`src/rtl/sideband_rx_deserializer.sv`:
```
// Sideband receiver: oversamples the gated RXCKSB/RXDATASB pair on pll_clk and
// assembles LSB-first packets of DATA_W bits into a one-deep output register.
module sideband_rx_deserializer #(
   parameter int DATA_W       = 64,
   parameter int GAP_MIN_CYC  = 64,
   parameter int EDGE_TIMEOUT = 4
) (
   input  logic              pll_clk,
   input  logic              rst,
   input  logic              RXCKSB,
   input  logic              RXDATASB,
   output logic [DATA_W-1:0] data_out,
   output logic              data_valid,
   input  logic              data_ready,
   output logic              busy,
   output logic              trunc_err,
   output logic              gap_err,
   output logic              ovf_err
);

   localparam int BC_W = $clog2(DATA_W + 1);
   localparam int GC_W = $clog2(GAP_MIN_CYC + 1);
   localparam int TC_W = $clog2(EDGE_TIMEOUT + 1);

   typedef enum logic [1:0] {IDLE, RECV, GAP} state_t;

   state_t            state_q, state_d;
   logic              ck_q, ck_d, ck_prev_q, ck_prev_d, d_q, d_d;
   logic [DATA_W-1:0] sr_q, sr_d;
   logic [BC_W-1:0]   bit_cnt_q, bit_cnt_d;
   logic [GC_W-1:0]   gap_cnt_q, gap_cnt_d;
   logic [TC_W-1:0]   tmo_cnt_q, tmo_cnt_d;
   logic              done_q, done_d;
   logic [DATA_W-1:0] data_out_q, data_out_d;
   logic              data_valid_q, data_valid_d;
   logic              trunc_err_q, trunc_err_d;
   logic              gap_err_q, gap_err_d;
   logic              ovf_err_q, ovf_err_d;
   logic              rise, hs;

   // Receive FSM; the shift register simply shifts on every edge because a full
   // packet always overwrites all DATA_W bits before it is handed off.
   always_comb begin
      ck_d        = RXCKSB;
      d_d         = RXDATASB;
      ck_prev_d   = ck_q;
      rise        = ck_q & ~ck_prev_q;
      state_d     = state_q;
      bit_cnt_d   = bit_cnt_q;
      gap_cnt_d   = gap_cnt_q;
      tmo_cnt_d   = tmo_cnt_q;
      sr_d        = rise ? {d_q, sr_q[DATA_W-1:1]} : sr_q;
      done_d      = 1'b0;
      trunc_err_d = 1'b0;
      gap_err_d   = 1'b0;
      unique case (state_q)
         IDLE: begin
            if (rise) begin
               bit_cnt_d = BC_W'(1);
               tmo_cnt_d = '0;
               state_d   = RECV;
            end
         end
         RECV: begin
            if (rise) begin
               tmo_cnt_d = '0;
               if (bit_cnt_q == BC_W'(DATA_W - 1)) begin
                  done_d    = 1'b1;
                  bit_cnt_d = '0;
                  gap_cnt_d = '0;
                  state_d   = GAP;
               end else begin
                  bit_cnt_d = bit_cnt_q + BC_W'(1);
               end
            end else if (tmo_cnt_q == TC_W'(EDGE_TIMEOUT - 1)) begin
               trunc_err_d = 1'b1;
               bit_cnt_d   = '0;
               tmo_cnt_d   = '0;
               state_d     = IDLE;
            end else begin
               tmo_cnt_d = tmo_cnt_q + TC_W'(1);
            end
         end
         GAP: begin
            if (rise) begin
               gap_err_d = (gap_cnt_q < GC_W'(GAP_MIN_CYC));
               bit_cnt_d = BC_W'(1);
               tmo_cnt_d = '0;
               state_d   = RECV;
            end else if (gap_cnt_q >= GC_W'(GAP_MIN_CYC)) begin
               state_d = IDLE;
            end else begin
               gap_cnt_d = gap_cnt_q + GC_W'(1);
            end
         end
         default: state_d = IDLE;
      endcase
   end

   // Output holding register: a completed word loads only if the slot is free
   // or being drained this cycle; otherwise it is dropped and flagged.
   always_comb begin
      hs           = data_valid_q & data_ready;
      data_out_d   = data_out_q;
      data_valid_d = data_valid_q & ~hs;
      ovf_err_d    = 1'b0;
      if (done_q) begin
         if (!data_valid_q || hs) begin
            data_out_d   = sr_q;
            data_valid_d = 1'b1;
         end else begin
            ovf_err_d = 1'b1;
         end
      end
   end

   always_ff @(posedge pll_clk) begin
      if (rst) begin
         state_q      <= IDLE;
         ck_q         <= 1'b0;
         ck_prev_q    <= 1'b0;
         d_q          <= 1'b0;
         sr_q         <= '0;
         bit_cnt_q    <= '0;
         gap_cnt_q    <= '0;
         tmo_cnt_q    <= '0;
         done_q       <= 1'b0;
         data_out_q   <= '0;
         data_valid_q <= 1'b0;
         trunc_err_q  <= 1'b0;
         gap_err_q    <= 1'b0;
         ovf_err_q    <= 1'b0;
      end else begin
         state_q      <= state_d;
         ck_q         <= ck_d;
         ck_prev_q    <= ck_prev_d;
         d_q          <= d_d;
         sr_q         <= sr_d;
         bit_cnt_q    <= bit_cnt_d;
         gap_cnt_q    <= gap_cnt_d;
         tmo_cnt_q    <= tmo_cnt_d;
         done_q       <= done_d;
         data_out_q   <= data_out_d;
         data_valid_q <= data_valid_d;
         trunc_err_q  <= trunc_err_d;
         gap_err_q    <= gap_err_d;
         ovf_err_q    <= ovf_err_d;
      end
   end

   assign data_out   = data_out_q;
   assign data_valid = data_valid_q;
   assign busy       = (state_q == RECV);
   assign trunc_err  = trunc_err_q;
   assign gap_err    = gap_err_q;
   assign ovf_err    = ovf_err_q;

endmodule

```
`config.mk`:
```
export PLATFORM = sky130hd
export DESIGN_NAME = sideband_rx_deserializer
export DESIGN_NICKNAME = d
export VERILOG_FILES = /design/src/rtl/sideband_rx_deserializer.sv
export SDC_FILE = /design/constraint.sdc
export NUM_CORES = 1
export LEC_CHECK = 0
export BUFFER_PORTS_ARGS = -buffer_cell sky130_fd_sc_hd__buf_2
export CAP_MARGIN = 20
export CORE_AREA = 2 2 105 107
export DETAILED_ROUTE_END_ITERATION = 16
export DIE_AREA = 0 0 107 109
export PLACE_DENSITY = 0.85
export SLEW_MARGIN = 20
export SYNTH_ARGS = -nofsm -noshare
export SYNTH_HDL_FRONTEND = slang
export SYNTH_SLANG_ARGS = --single-unit
```
`constraint.sdc`:
```
create_clock -name pll_clk -period 6.3 [get_ports pll_clk]
set_input_delay 0.315 -clock pll_clk [delete_from_list [all_inputs] [get_ports pll_clk]]
set_output_delay 0.315 -clock pll_clk [all_outputs]
set_load 0.02 [all_outputs]
```
==> qor_table.md <==
| Item | Value |
| --- | --- |
| Highest-delay cell along the critical path | buf_4 |
| Post-CTS Repair Setup Buffers | 0 |
| Die Wd | 107 um |
| RSZ-0062 raised after global routing | no |
| Type of the worst setup path | flop to flop |
| Worst Clk Skew | 0.0108 ns |
| Largest delay share family, worst path | simple AND/OR/NAND/NOR gates |
| Fmax | 415 MHz |
| Average footprint of a synthesized cell | 8.02 um2 |
| Via Count | 4824 |
| Clock tree from TritonCTS | yes |
| Cells along the critical path | and2b_2, buf_4, mux2i_1, or4_1, a21oi_1 |
| Top fanout value on the critical path | 74 |
| Number of enable flip-flop cells after synthesis | 0 |
| Hold slack final | 0.0108 ns |
| Routed wire length per instance | 13.0 um |
| Endpoints failing hold | 0 |
| Final total negative setup slack | 0 ns |
| DRC violation count after routing | 0 |
| Number of rows created at floorplan | 38 |
| Worst min-delay path category | input port to flop |
| Top cell type by total area after synthesis | dfxtp_1 |
| Count of hold-fix buffers inserted at cts | 0 |
| Max-slew violations | 0 |
| Top cell type's share of synthesized area | 54.3% |
| Post-synthesis register bit count | 155 |
| CP arrival | 2.85 ns |
| TritonCTS Buffers | 17 |
| Count of max-cap constraint violations | 0 |
| Register clock-pin slew on the reported worst setup and hold paths | 0.06 ns |
| Element type at the critical path end | flop |
| First-pass detailed-route iteration total | 5 |
| Cell with the most instances after synthesis | nand2_1 |
| Core Box Area | 10600 um2 |
| DR vias/cell | 5.30 |
| Slew headroom | 36.5% |
| Sum of net half-perimeters after detailed placement | 6690 um |
| Crit path required time | 6.74 ns |
| Nets in the synthesized netlist | 725 |
| Number of antenna violations at the first check in global routing | 0 |
| Final core utilization | 62.9% |
| Synth Warn # | 0 |
| Total overflow reported by the global router | 0 |
| Cell Pwr Density | 324 nW/um2 |
| IO buf count | 73 |
| Synth Instances | 713 |
| Main flop type after synthesis | dfxtp_1 |
| Effective utilization at floorplan | 53.9% |
| Maximum VDD drop | 0.158 mV |
| Layout Cell Area excl Fill | 6670 um2 |
| Num ports | 74 |
| Pin count of the biggest net entering global routing | 98 |
| Worst-case clock buffer depth | 2 |
| Crit-path max cell delay | 0.58 ns |
| Crit start category | flop |
| Combined global-route utilization of all metal layers | 20.8% |
| Antenna cell count | 0 |
| Last weighted congestion value of the routability-driven placer | 0.801 |
| Overall die area | 11700 um2 |
| Async set-or-reset flop fraction in the synthesized netlist | 0% |
| Clock latency reported for the late side of the worst-skew pair | 0.52 ns |
| Library cells used by synthesis | 40 |
| Syn Std Cell Area | 5720 um2 |
| Critical path buffer and inverter count | 1 |
| Layout-stage area growth over the synthesis result | 16.7% |
| Total number of nets in the final design | 769 |
| Shortest period the worst path allows | 2.41 ns |
| Clock root buffer | clkbuf_8 |
| Cell types occupying the most area after synthesis | dfxtp_1 (54%), nand2_1 (17%), a21oi_1 (13%) |
| Number of global-route vias before repair | 4458 |
| Number of H-tree levels | 4 |
| Layout cells sized above 1 | 14.9% |
| Post-route clock period utilization | 38.2% |
| Post-CTS resize count | 0 |
| Leakage power of the design | 0.00243 uW |
| Clock sink count | 155 |
| Sequential cell area fraction in the yosys report | 54.3% |
| Post-Place Cell Area | 6060 um2 |
| Status | finished clean |
| Post-synth top cells | nand2_1 (266), dfxtp_1 (155), a21oi_1 (146), clkbuf_1 (32), buf_1 (11) |
| Wire length of the first global-routing pass | 19700 um |
| Number of nets with antenna violations after routing | 0 |
| DRC violation total after the first TritonRoute iteration | 384 |
| Total wire length | 11900 um |
| DIE HEIGHT | 109 um |
| Number of setup violations in the final report | 0 |
| Slew at the pin with the worst max-slew slack | 0.926 ns |
-- metrics by stage --
| stage | total power [uW] | worst slack (ns) | instances |
|---|---|---|---|
| global placement | 1140 | 3.98 | 878 |
| detailed placement | 1140 | 3.94 | 878 |
| CTS | 2180 | 3.91 | 910 |
| finish | 2160 | 3.89 | 910 |
| floorplan | 1140 | 4.31 | 713 |
| global route | 2240 | 3.71 | 910 |
-- worst reg2reg max path, delay by kind of cell, from the launching register on --
family | cells | cell delay, ns
simple gates | 2 | 0.73
buf+inv | 1 | 0.58
mux | 1 | 0.53
flops | 1 | 0.35
compound gates | 1 | 0.14
-- cells in the final DEF, fill, tap and decap left out, types with 2 or more instances in the layout --
cell and count:
nor3_1 6, nand2_1 265, or3_1 2, nor2_1 5, o31ai_1 4, clkbuf_16 16
ha_1 7, nor2b_1 4, clkinvlp_4 2, dfxtp_1 155, clkbuf_8 2, a311oi_1 3
buf_2 72, and3_1 4, nand4_1 3, buf_4 4, a31oi_1 2, nor3b_1 3
o21ai_0 5, a211oi_1 3, mux2i_1 2, inv_6 5, nand3_1 9, nand2b_1 5
clkinv_4 2, or4_1 3, inv_1 8, a21oi_1 146, bufinv_16 3
-- where the power goes --
part           internal [uW]  switching, uW
registers                987           6.95
clock network            624            413
logic                   37.0           94.7
-- metal layers --
layer | global-route usage [%] | vias up | wire length (um)
li1 | - | 2449 | -
met1 | 25.9 | 2231 | 5260
met2 | 35.0 | 123 | 5860
met3 | 5.50 | 21 | 574
met4 | 7.42 | 0 | 178
met5 | 0 | - | 0
-- final timing paths --
| check | cells after the start | start | slack [ns] | endpoint |
|---|---|---|---|---|
| worst max-delay path | 5 | ck_prev_d | 3.89 | bit_cnt_q[3] |
| worst min-delay path | 2 | RXCKSB | 0.01 | ck_prev_d |
| worst max register to register | 5 | ck_prev_d | 3.89 | bit_cnt_q[3] |
| worst min register to register | 2 | data_out[63] | 0.45 | data_out[63] |
-- registers in the layout (all words and copies together) (netlist names) --
register / flops
state_q: 2
tmo_cnt_q: 3
data_out: 64
sr_q: 64
gap_cnt_q: 7
trunc_err: 1
gap_err: 1
ck_prev_d: 1
d_q: 1
done_q: 1
ck_prev_q: 1
data_valid: 1
ovf_err: 1
bit_cnt_q: 7
-- logic make-up after synthesis --
kind of cell               count (synthesis)  share of synthesized area, %
and+or+nand+nor                          322                          23.6
AOI/OAI and AO/OA                        167                          15.4
DFF                                      155                          54.3
buffers and inverters                     59                          4.64
adders and majority gates                  7                          1.53
muxes                                      3                         0.547
-- cell type report --
type                       instances  area (um2)
fill                             880        3930
multi-input combinational        499        2360
clock inverter                    14         183
sequential                       155        3100
clock buffer                      18         428
inverter                           8        30.0
timing repair buffer              76         390
tap                              140         175
Note: power is estimated with default switching activity, not from simulation.
